==> src/rtl/w_forward_router_pkg.sv <==
// Shared field layout for the forward write router: AW/W payload positions,
// the route-queue entry format and the slave address decode.
package w_forward_router_pkg;

    localparam int AW_W        = 48;
    localparam int AW_ID_LSB   = 40;
    localparam int AW_ID_W     = 8;
    localparam int AW_LEN_LSB  = 32;
    localparam int AW_LEN_W    = 8;
    localparam int AW_ADDR_LSB = 0;
    localparam int AW_ADDR_W   = 32;

    localparam int W_W        = 37;
    localparam int W_LAST_BIT = 36;
    localparam int W_STRB_LSB = 32;
    localparam int W_STRB_W   = 4;
    localparam int W_DATA_LSB = 0;
    localparam int W_DATA_W   = 32;

    localparam int ROUTE_W = 9;

    typedef struct packed {
        logic                sel;
        logic [AW_LEN_W-1:0] len;
    } route_entry_t;

    // Slave 0 owns the bank that matches under the mask; everything else goes to slave 1.
    function automatic logic decode_sel(input logic [AW_ADDR_W-1:0] addr,
                                        input logic [AW_ADDR_W-1:0] mask,
                                        input logic [AW_ADDR_W-1:0] bank0);
        return ((addr & mask) == bank0) ? 1'b0 : 1'b1;
    endfunction

endpackage

==> src/rtl/w_forward_router_route_fifo.sv <==
// In-order queue of AW routing decisions; pointers carry one extra wrap bit
// so full and empty are distinguished without a separate occupancy counter.
module route_fifo #(
    parameter int WIDTH = 9,
    parameter int DEPTH = 4
) (
    input  logic             CLK,
    input  logic             RST,
    input  logic             push,
    input  logic             pop,
    input  logic [WIDTH-1:0] din,
    output logic [WIDTH-1:0] dout,
    output logic             full,
    output logic             empty
);

    localparam int IW = $clog2(DEPTH);
    localparam int PW = IW + 1;

    logic [PW-1:0]    r_wr_ptr;
    logic [PW-1:0]    r_rd_ptr;
    logic [WIDTH-1:0] r_mem [DEPTH];
    logic             w_do_push;
    logic             w_do_pop;

    assign full      = (r_wr_ptr[PW-1] != r_rd_ptr[PW-1]) &&
                       (r_wr_ptr[IW-1:0] == r_rd_ptr[IW-1:0]);
    assign empty     = (r_wr_ptr == r_rd_ptr);
    assign w_do_push = push & ~full;
    assign w_do_pop  = pop & ~empty;
    assign dout      = r_mem[r_rd_ptr[IW-1:0]];

    // Pointer update; a full queue refuses a push even when a pop happens alongside it.
    always_ff @(posedge CLK) begin
        if (RST) begin
            r_wr_ptr <= {PW{1'b0}};
            r_rd_ptr <= {PW{1'b0}};
        end else begin
            if (w_do_push) begin
                r_wr_ptr <= r_wr_ptr + {{(PW-1){1'b0}}, 1'b1};
            end
            if (w_do_pop) begin
                r_rd_ptr <= r_rd_ptr + {{(PW-1){1'b0}}, 1'b1};
            end
        end
    end

    // Entry storage needs no reset: the pointers define which slots are live.
    always_ff @(posedge CLK) begin
        if (w_do_push) begin
            r_mem[r_wr_ptr[IW-1:0]] <= din;
        end
    end

endmodule

==> src/rtl/w_forward_router.sv <==
// Forward write router: steers AW by address to one of two slaves and makes
// the W beats follow the same slave, in AW order, via a route queue.
module w_forward_router
    import w_forward_router_pkg::*;
#(
    parameter logic [31:0] ADDR_MASK   = 32'hF000_0000,
    parameter logic [31:0] ADDR_BANK0  = 32'h0000_0000,
    parameter int          ROUTE_DEPTH = 4
) (
    input  logic            CLK,
    input  logic            RST,
    input  logic [AW_W-1:0] AWDATAi,
    input  logic            AWVALIDi,
    output logic            AWREADYi,
    output logic [AW_W-1:0] AWDATAo0,
    output logic [AW_W-1:0] AWDATAo1,
    output logic            AWVALIDo0,
    output logic            AWVALIDo1,
    input  logic            AWREADYo0,
    input  logic            AWREADYo1,
    input  logic [W_W-1:0]  WDATAi,
    input  logic            WVALIDi,
    output logic            WREADYi,
    output logic [W_W-1:0]  WDATAo0,
    output logic [W_W-1:0]  WDATAo1,
    output logic            WVALIDo0,
    output logic            WVALIDo1,
    input  logic            WREADYo0,
    input  logic            WREADYo1,
    output logic            ERR
);

    logic                w_sel;
    route_entry_t        w_push_entry;
    route_entry_t        w_head;
    logic                w_full;
    logic                w_empty;
    logic                w_aw_hs;
    logic                w_w_hs;
    logic                w_last;
    logic                w_pop;
    logic                w_len_err;
    logic [AW_LEN_W-1:0] r_cnt;
    logic                r_err;

    assign w_sel            = decode_sel(AWDATAi[AW_ADDR_LSB +: AW_ADDR_W], ADDR_MASK, ADDR_BANK0);
    assign w_push_entry.sel = w_sel;
    assign w_push_entry.len = AWDATAi[AW_LEN_LSB +: AW_LEN_W];

    assign AWDATAo0 = AWDATAi;
    assign AWDATAo1 = AWDATAi;
    assign WDATAo0  = WDATAi;
    assign WDATAo1  = WDATAi;

    assign w_aw_hs = AWVALIDi & AWREADYi;
    assign w_w_hs  = WVALIDi & WREADYi;
    assign w_last  = WDATAi[W_LAST_BIT];
    assign w_pop   = w_w_hs & w_last;
    assign ERR     = r_err;

    // A wrong-length burst: LAST arrives early or late relative to the queued LEN.
    assign w_len_err = w_w_hs & ((w_last & (r_cnt != w_head.len)) |
                                 (~w_last & (r_cnt == w_head.len)));

    route_fifo #(
        .WIDTH (ROUTE_W),
        .DEPTH (ROUTE_DEPTH)
    ) u_route_fifo (
        .CLK   (CLK),
        .RST   (RST),
        .push  (w_aw_hs),
        .pop   (w_pop),
        .din   (w_push_entry),
        .dout  (w_head),
        .full  (w_full),
        .empty (w_empty)
    );

    // AW steering: only the decoded slave sees valid, and only while the queue has room.
    always_comb begin
        AWVALIDo0 = 1'b0;
        AWVALIDo1 = 1'b0;
        AWREADYi  = 1'b0;
        if (!w_full) begin
            if (w_sel) begin
                AWVALIDo1 = AWVALIDi;
                AWREADYi  = AWREADYo1;
            end else begin
                AWVALIDo0 = AWVALIDi;
                AWREADYi  = AWREADYo0;
            end
        end else begin
            AWREADYi = 1'b0;
        end
    end

    // W steering follows the queue head; with no recorded AW the master is stalled.
    always_comb begin
        WVALIDo0 = 1'b0;
        WVALIDo1 = 1'b0;
        WREADYi  = 1'b0;
        if (!w_empty) begin
            if (w_head.sel) begin
                WVALIDo1 = WVALIDi;
                WREADYi  = WREADYo1;
            end else begin
                WVALIDo0 = WVALIDi;
                WREADYi  = WREADYo0;
            end
        end else begin
            WREADYi = 1'b0;
        end
    end

    // Beat counter within the current burst; wraps naturally so LEN=255 is a 256-beat burst.
    always_ff @(posedge CLK) begin
        if (RST) begin
            r_cnt <= 8'd0;
        end else if (w_w_hs) begin
            if (w_last) begin
                r_cnt <= 8'd0;
            end else begin
                r_cnt <= r_cnt + 8'd1;
            end
        end else begin
            r_cnt <= r_cnt;
        end
    end

    // Sticky length-violation flag; it never alters routing.
    always_ff @(posedge CLK) begin
        if (RST) begin
            r_err <= 1'b0;
        end else if (w_len_err) begin
            r_err <= 1'b1;
        end else begin
            r_err <= r_err;
        end
    end

endmodule

==> config.mk <==
export PLATFORM = sky130hd
export DESIGN_NAME = w_forward_router
export DESIGN_NICKNAME = d
export VERILOG_FILES = /design/src/rtl/w_forward_router_pkg.sv /design/src/rtl/w_forward_router_route_fifo.sv /design/src/rtl/w_forward_router.sv
export SDC_FILE = /design/constraint.sdc
export NUM_CORES = 1
export LEC_CHECK = 0
export CAP_MARGIN = 20
export CELL_PAD_IN_SITES_DETAIL_PLACEMENT = 0
export CELL_PAD_IN_SITES_GLOBAL_PLACEMENT = 1
export CORE_AREA = 4 4 124 126
export DETAILED_ROUTE_END_ITERATION = 6
export DIE_AREA = 0 0 128 130
export HOLD_SLACK_MARGIN = 0.08
export PLACE_DENSITY_LB_ADDON = 0.12
export SYNTH_ARGS = -nofsm -noshare
export SYNTH_HDL_FRONTEND = slang
export SYNTH_SLANG_ARGS = --single-unit
==> constraint.sdc <==
create_clock -name CLK -period 4.8 [get_ports CLK]
set_input_delay 0.72 -clock CLK [delete_from_list [all_inputs] [get_ports CLK]]
set_output_delay 0.72 -clock CLK [all_outputs]
set_load 0.02 [all_outputs]
# ---- Word-level counts from Yosys, hierarchy flattened
# Memories as Yosys holds them, arrays and structs flattened. A register that Yosys moved wholly into a read port is not among the register bits.
# Index checks and enable logic that the tools add are counted.
dict set report totals {
  input_bits 93
  wordCells 45
  mem_count 1
  register_bits 15
  output_inout_bits 177
  ramBits 36
}
dict set report classes {
  eq_ne 5
  n_bitwise 12
  n_mux 18
  n_reduce_logical 2
  n_addsub 3
}
# name depth width read_ports rd_clocked_by_memory_dff write_ports line_no
set memory_table {}
lappend memory_table {u_route_fifo.r_mem 4 9 1 1 1 w_forward_router_route_fifo.sv:22} ;# logic [WIDTH-1:0] r_mem [DEPTH];
# op count
set ops {}
lappend ops {{$logic_not 32->1} 1}
lappend ops {{$mux 1} 15}
lappend ops {{$add 8x1->8 const B} 1}
lappend ops {{$and 1x1->1} 8}
lappend ops {{$eq 8x8->1} 1}
lappend ops {{$mux 8} 1}
lappend ops {{$ne 8x8->1} 1}
lappend ops {{$add 3x1->3 const B} 2}
lappend ops {{$mux 2} 2}
lappend ops {{$eq 3x3->1} 1}
lappend ops {{$not 1->1} 3}
lappend ops {{$eq 2x2->1} 1}
lappend ops {{$logic_and 1x1->1} 1}
lappend ops {{$ne 1x1->1} 1}
lappend ops {{$or 1x1->1} 1}

# ---- Logic depth before layout (Yosys ltp)
# Gate-level depths: netlist of run 1.
dict set report depth {
  word_depth 7
  depth_mapped 7
  ltp_nobuf 5
}

# ---- Hierarchy
# From an unflattened synthesis of run 1, not the netlist that was laid out.
dict set report hier_totals {
  cells_unflattened 361
  hier_area_um2 3767.4
}
# mod area_each_um2 cells_per_inst seq_area_each_um2 n_inst
set modules_own_cells {}
lappend modules_own_cells {w_forward_router 1893.1 246 180.2 1}
lappend modules_own_cells {route_fifo 1874.3 115 1241.2 1}

# ---- Worst setup path after synthesis of run 1
# Ideal clock, no wire load.
dict set report synth_timing {
  kind {input port to output port}
  from {in AWDATAi[29]}
  to {out AWREADYi}
  n_path_buf 0
  path_stages 3
  path_slack_ns 2.412
  required_time_ns 4.080
  arrival_ns 1.668
  path_cell_list {nor4_1 mux2i_1 nor2_1}
}
dict set report synth_between {
  elab_chain_len 3
}
# item line_no
set synth_rtl {}
lappend synth_rtl {{start, declared} w_forward_router.sv:12} ;# input logic [AW_W-1:0] AWDATAi,
lappend synth_rtl {{$logic_not 32->1} w_forward_router_pkg.sv:31} ;# return ((addr & mask) == bank0) ? 1'b0 : 1'b1;
lappend synth_rtl {{$mux 1} w_forward_router.sv:85} ;# if (w_sel) begin
lappend synth_rtl {{$mux 1} w_forward_router.sv:84} ;# if (!w_full) begin
lappend synth_rtl {{end, declared} w_forward_router.sv:14} ;# output logic AWREADYi,
# Every way passes these cells.

==> results of run 1 <==
[where the power goes]
| part | internal, uW | switching (uW) | total [uW] |
|---|---|---|---|
| combinational | 57.0 | 59.2 | 116 |
| sequential | 497 | 6.09 | 503 |
| clock | 198 | 176 | 374 |
[metrics by stage]
stage	utilization, %	hold WS [ps]
CTS	22.5	510
detailed placement	21.5	491
global placement	21.5	490
floorplan	-	505
finish	22.5	498
global route	22.5	578
[flip-flops by register name (all words and copies together), names as in the netlist, named ones only]
signal	count
u_route_fifo.r_wr_ptr	3
u_route_fifo.r_rd_ptr	3
r_cnt	8
ERR	1
u_route_fifo.r_mem	36
[cell families after synthesis]
kind of cell             Yosys count  share of synthesized area, %
flip-flops                        53                          39.2
XOR/XNOR                          23                          5.56
adder cells (fa/ha/maj)            6                          2.07
AO/OA/AOI/OAI                      5                          1.07
multiplexers                      13                          7.52
AND/OR/NAND/NOR                   50                          7.59
buffers and inverters            181                          37.0
[metal layers]
| metal | vias up | routed length, um | track usage, % |
|---|---|---|---|
| met5 | - | 0 | 0 |
| met2 | 106 | 3250 | 13.1 |
| li1 | 706 | - | - |
| met1 | 719 | 2650 | 9.02 |
| met4 | 0 | 498 | 6.24 |
| met3 | 52 | 700 | 4.01 |
[worst max path at each step]
stage,end,slack (ps)
2_1_floorplan,AWREADYi,2410
3_3_place_gp,AWREADYi,1330
3_5_place_dp,AWREADYi,1310
4_1_cts,WREADYi,1140
5_1_grt,WREADYi,1030
6_report,WREADYi,1200
[layout make-up]
cell class	count	area share [%]
sequential	53	44.1
multi-input combinational	97	26.8
timing repair buffer	54	16.7
tap	184	7.14
clock buffer	5	3.88
clock inverter	3	0.815
inverter	5	0.582
[worst reg2reg max path: stages (launching register included)]
cell	delay (ps)
dfxtp_1	670
mux4_2	640
mux2i_2	610
nor3b_2	170
or2_0	430
nor2_1	180
[cell usage in the layout, fill, tap and decap left out, drive strengths merged]
master / n
dfxtp: 17
nor3b: 3
nand2: 4
a21oi: 1
or2: 1
clkbuf: 5
and4bb: 2
o2111ai: 1
o21ai: 1
and2: 3
inv: 6
nand3: 2
nor2: 22
clkinv: 2
o31ai: 1
xnor2: 20
xor2: 3
clkdlybuf4s50: 53
edfxtp: 36
nand2b: 1
o311ai: 1
mux4: 9
nand4: 4
nor4: 3
mux2i: 4
nor3: 4
buf: 1
ha: 6
nor4b: 1
==> metrics.csv, run 1 <==
stage,metric,value,unit
setup_path,Crit path buffers/inverters,1,
yosys,register area share after synthesis,39.2,%
route,Antenna Nets Post-Route,0,
sta,Fmax,0.278,GHz
floorplan,die outline width,128,um
place,dpl ws,1310,ps
setup_path,reg2reg path depth,5,
grt,Overall Global Routing Usage,8.45,%
sta,final worst path period need,3600,ps
route,via count,1583,
final_layout,Multi-input gate area,863,um^2
floorplan,row count,44,
sta,setup slack after layout,1200,ps
place,I/O Buffers,53,
setup_path,kind of critical path,reg2out,
final_layout,final layout net count,315,
sta,RSZ-0062 raised after global routing,false,
clock_network,Worst-path clk slew,80,ps
setup_path,Crit-path slowest cell,dfxtp_1,
floorplan,core area,14300,um^2
yosys,ys flop type,edfxtp_1,
min_path,min-delay src,ERR,
final_layout,synthesis-to-layout area growth,-11.1,%
yosys,"Avg Cell Area, Syn",11.0,um^2
yosys,leading post-synthesis cells by cell area,"buf_4, edfxtp_1, dfxtp_1",
yosys,Syn. warnings,0,
power,maximum VDD drop,0.149,mV
setup_path,crit-path cells,"mux4_2, mux2i_2, nor2_1, clkdlybuf4s50_1",
grt,global-route wire length before repair,10500,um
setup_path,reg-to-reg endpoint,r_cnt[6],
sta,Sum Neg Setup Slack,0,ps
power,Pwr Total,993,uW
final_layout,antenna cells,0,
floorplan,I/O Pins,270,
final_layout,fillers,1544,
yosys,Synth top cells by count,"buf_4, edfxtp_1, nor2_1",
sta,Layout Skew,7.33,ps
yosys,post-synthesis async set-or-reset flop share,0,%
clock_network,root buffer cell,clkbuf_16,
clock_network,Post-CTS Setup Bufs,0,
setup_path,CP Depth,4,
place,Detail Placement HPWL,5380,um
flow_run,max-cap viol count,0,
final_layout,design area,3220,um^2
sta,Final Slew Violations,0,
yosys,"area leader, netlist",buf_4,
grt,vias in the first global route,1792,
clock_network,Clock H-tree levels,2,
route,first drt pass iteration count,4,
clock_network,CTS sink count,53,
yosys,Synth Instances,331,
sta,fin crit share,75.0,%
clock_network,hold-fix buffers at CTS,0,
final_layout,fin cells,401,
clock_network,CTS tree,built,
floorplan,die area,16600,um^2
floorplan,Starting Density,25.3,%
yosys,Synthesized Nets,430,
grt,global route total overflow,0,
setup_path,R2R Setup Slk,2020,ps
clock_network,clk buf depth,2,
yosys,top cell type's share of synthesized area,35.2,%
grt,largest net degree at the start of global routing,19,
power,PD cells,308,nW/um^2
min_path,Worst Hold Class,reg2reg,
place,Final Wtd Congestion,0.654,
yosys,Post-synth EDFFs,36,
setup_path,CP Capture Type,primary output,
setup_path,Worst Path Arrival,2880,ps
final_layout,ratio of cells with drive above 1 in the final layout,7.83,%
yosys,Netlist Area Pre-Place,3630,um^2
outcome,status,completed,
route,DRC viols,0,
yosys,Synth Register Bits,53,
sta,worst rel slew slack,52.6,%
min_path,sink of the worst hold path,ERR,
route,final WL,7100,um
sta,Slew @ Worst Pin,697,ps
final_layout,Reg area,1420,um^2
place,placed cell areas,3070,um^2
place,placed cells,393,
yosys,cell with the most instances after synthesis,buf_4,
setup_path,Worst setup SP type,register,
sta,Setup Viol. Count Final,0,
clock_network,Worst-Skew Late Latency,300,ps
grt,initial antenna violation count,0,
sta,Final Hold Viols,0,
setup_path,"CP delay by family, top",multiplexers,
floorplan,die height,130,um
min_path,hold path cells,2,
route,routed vias/inst,3.95,
route,DR WL/cell,17.7,um
clock_network,CTS buffer count,5,
setup_path,"critical path fanouts, max",11,
route,initial drt markers,53,
yosys,Synth cell types,33,
clock_network,Post-CTS Resized,0,
power,static leakage,0.00103,uW
setup_path,CP Data Required Time,4080,ps
setup_path,largest stage delay on the critical path,670,ps
Note: power is estimated with default switching activity, not from simulation.
==> run 2: changes to the inputs <==
CORE_AREA = 4 4 128 130   (was 4 4 124 126)
DIE_AREA = 0 0 132 134   (was 0 0 128 130)
clock period = 3.61 ns   (was 4.8 ns; I/O delays follow)
==> run 2 against run 1 <==
Utilization decreased by 1.1 points. Register-to-register slack got worse by 810 ps. Clock power increased by 36%. Non-clock buffer count increased by 2. Die area increased by 6.3%. Combinational power increased by 35%. First-iteration DRC count decreased by 7.5%. Final area increased by 0.70%. Flip-flop and latch count unchanged. Critical path depth increased by 1. Wire length about the same. Largest cell class unchanged. Largest power group unchanged.
==> metrics.csv, run 2 (synthesis results as in run 1) <==
stage,metric,value,unit,change
outcome,status,completed,,
route,routed vias/inst,3.83,,-2.9%
floorplan,Starting Density,23.9,%,-1.4 points
final_layout,final layout net count,317,,+0.63%
grt,global-route wire length before repair,10600,um,+1.2%
final_layout,"commonest non-fill, non-tap cell in the layout",clkdlybuf4s50_1,,
power,Psw,327,uW,+36%
floorplan,die outline width,132,um,+3.1%
setup_path,Worst Path Arrival,2610,ps,-270 ps
place,placed cell areas,3090,um^2,+0.65%
floorplan,I/O Pins,270,,unchanged
route,DR WL/cell,17.4,um,-1.4%
power,Comb pwr share,11.8,%,about the same
setup_path,Worst setup SP type,input pin,,
sta,Sum Neg Setup Slack,0,ps,unchanged
setup_path,reg2reg path depth,5,,unchanged
route,final WL,7100,um,about the same
final_layout,antenna cells,0,,unchanged
floorplan,core area,15100,um^2,+5.8%
power,maximum VDD drop,0.174,mV,+17%
setup_path,CP Capture Type,primary output,,
setup_path,reg-to-reg endpoint,r_cnt[1],,
sta,Layout Skew,7.30,ps,-0.0383 ps
sta,Final Hold Viols,0,,unchanged
route,first drt pass iteration count,4,,unchanged
min_path,hold path cells,2,,unchanged
floorplan,row count,45,,+2.3%
final_layout,max FFs per register,36,,unchanged
route,DRC viols,0,,unchanged
clock_network,root buffer cell,clkbuf_16,,
min_path,Worst Hold Class,reg2reg,,
clock_network,clk buf depth,2,,unchanged
flow_run,max-cap viol count,0,,unchanged
power,switch share,24.6,%,+0.25 points
power,Clock power frac,38.1,%,+0.4 points
clock_network,Worst-Skew Late Latency,300,ps,about the same
floorplan,die height,134,um,+3.1%
setup_path,most frequent CP cell,clkdlybuf4s50_1,,
clock_network,CTS buffer count,5,,unchanged
sta,RSZ-0062 raised after global routing,false,,
clock_network,CTS sink count,53,,unchanged
power,internal power,1000,uW,+34%
grt,vias in the first global route,1713,,-4.4%
power,Pwr Total,1330,uW,+34%
route,via count,1560,,-1.5%
sta,worst rel slew slack,52.9,%,+0.31 points
clock_network,Clock H-tree levels,2,,unchanged
sta,Fmax,0.318,GHz,
clock_network,Post-CTS Resized,0,,unchanged
sta,Final Slew Violations,0,,unchanged
grt,global route total overflow,0,,unchanged
clock_network,Worst-path clk slew,70,ps,about the same
setup_path,Crit-path slowest cell,nor4_1,,
power,static leakage,0.00105,uW,+1.3%
setup_path,largest stage delay on the critical path,610,ps,-60 ps
sta,fin crit share,87.2,%,
clock_network,Post-CTS Setup Bufs,0,,unchanged
route,Antenna Nets Post-Route,0,,unchanged
setup_path,R2R Setup Slk,1210,ps,-810 ps
grt,initial antenna violation count,0,,unchanged
floorplan,die area,17700,um^2,+6.3%
place,Detail Placement HPWL,5480,um,+1.9%
setup_path,CP Data Required Time,3070,ps,-1010 ps
final_layout,design area,3250,um^2,+0.70%
sta,Setup Viol. Count Final,0,,unchanged
sta,final worst path period need,3150,ps,
place,Final Wtd Congestion,0.624,,-4.5%
power,sequential power share,50.1,%,-0.5 points
place,I/O Buffers,53,,unchanged
setup_path,kind of critical path,in2out,,
grt,Overall Global Routing Usage,7.89,%,-0.56 points
clock_network,hold-fix buffers at CTS,0,,unchanged
final_layout,ratio of cells with drive above 1 in the final layout,8.68,%,+0.84 points
final_layout,fin cells,407,,+1.5%
sta,Slew @ Worst Pin,693,ps,-4.62 ps
setup_path,"critical path fanouts, max",5,,-6
setup_path,crit-path cells,"clkdlybuf4s50_1, nor4_1, inv_1, nor2_1, clkdlybuf4s50_1",,
final_layout,synthesis-to-layout area growth,-10.5,%,
place,placed cells,399,,+1.5%
grt,largest net degree at the start of global routing,20,,+1
min_path,sink of the worst hold path,ERR,,
min_path,min-delay src,ERR,,
clock_network,CTS tree,built,,
power,PD cells,410,nW/um^2,+33%
setup_path,critical path launch point,AWDATAi[29],,
route,initial drt markers,49,,-7.5%
final_layout,most frequent cells in the layout,"clkdlybuf4s50_1, edfxtp_1, nor2_1, xnor2_1, dfxtp_1",,
[run 2: changes by cell type in the layout (fill, tap and decap cells not counted)]
cell / change
buf_4: +2
clkinv_4: -2
inv_6: +1
inv_8: +1
[run 2: area by class of cell]
| class | count | area (um^2) |
|---|---|---|
| flip-flops and latches | 53 | 1420 |
| multi-input cells | 97 | 863 |
| clock buffers | 5 | 125 |
| well taps | 188 | 235 |
| fillers | 1601 | 11900 |
| repair buffers | 56 | 553 |
| inverters | 5 | 18.8 |
| clock inverters | 3 | 28.8 |
[run 2: worst max path at each step]
stage	to	cells after the start
after floorplan	u_route_fifo.r_mem[0][0]	4
after global placement	AWREADYi	5
after detailed placement	AWVALIDo0	5
after CTS	AWVALIDo0	5
after global routing	AWVALIDo0	5
final	AWVALIDo0	5
[run 2: per-layer routing]
metal	up-vias	share of wire [%]	track usage, %
met3	47	10	3.90
met1	693	36	7.92
met5	-	0	0
met4	0	4.9	4.78
li1	708	-	-
met2	112	49	13.2
[run 2: stage by stage]
stage	hold slack [ps]	utilization, %	setup WS (ps)
2_1_floorplan	505	-	1450
3_3_place_gp	501	20.4	481
3_5_place_dp	507	20.4	433
4_1_cts	525	21.4	390
5_1_grt	550	21.4	300
6_report	517	21.4	462
[run 2: power by group through the flow]
stage,combinational (uW),sequential [uW],clock (uW)
2_1_floorplan,333,679,0
3_3_place_gp,162,681,0
5_1_grt,171,669,553
4_1_cts,162,667,528
6_report,157,667,508
3_5_place_dp,161,681,0
[run 2: worst max-delay path: cells and delay by family]
kind | cells | cell delay, ps
simple gates | 2 | 770
buf+inv | 3 | 1290
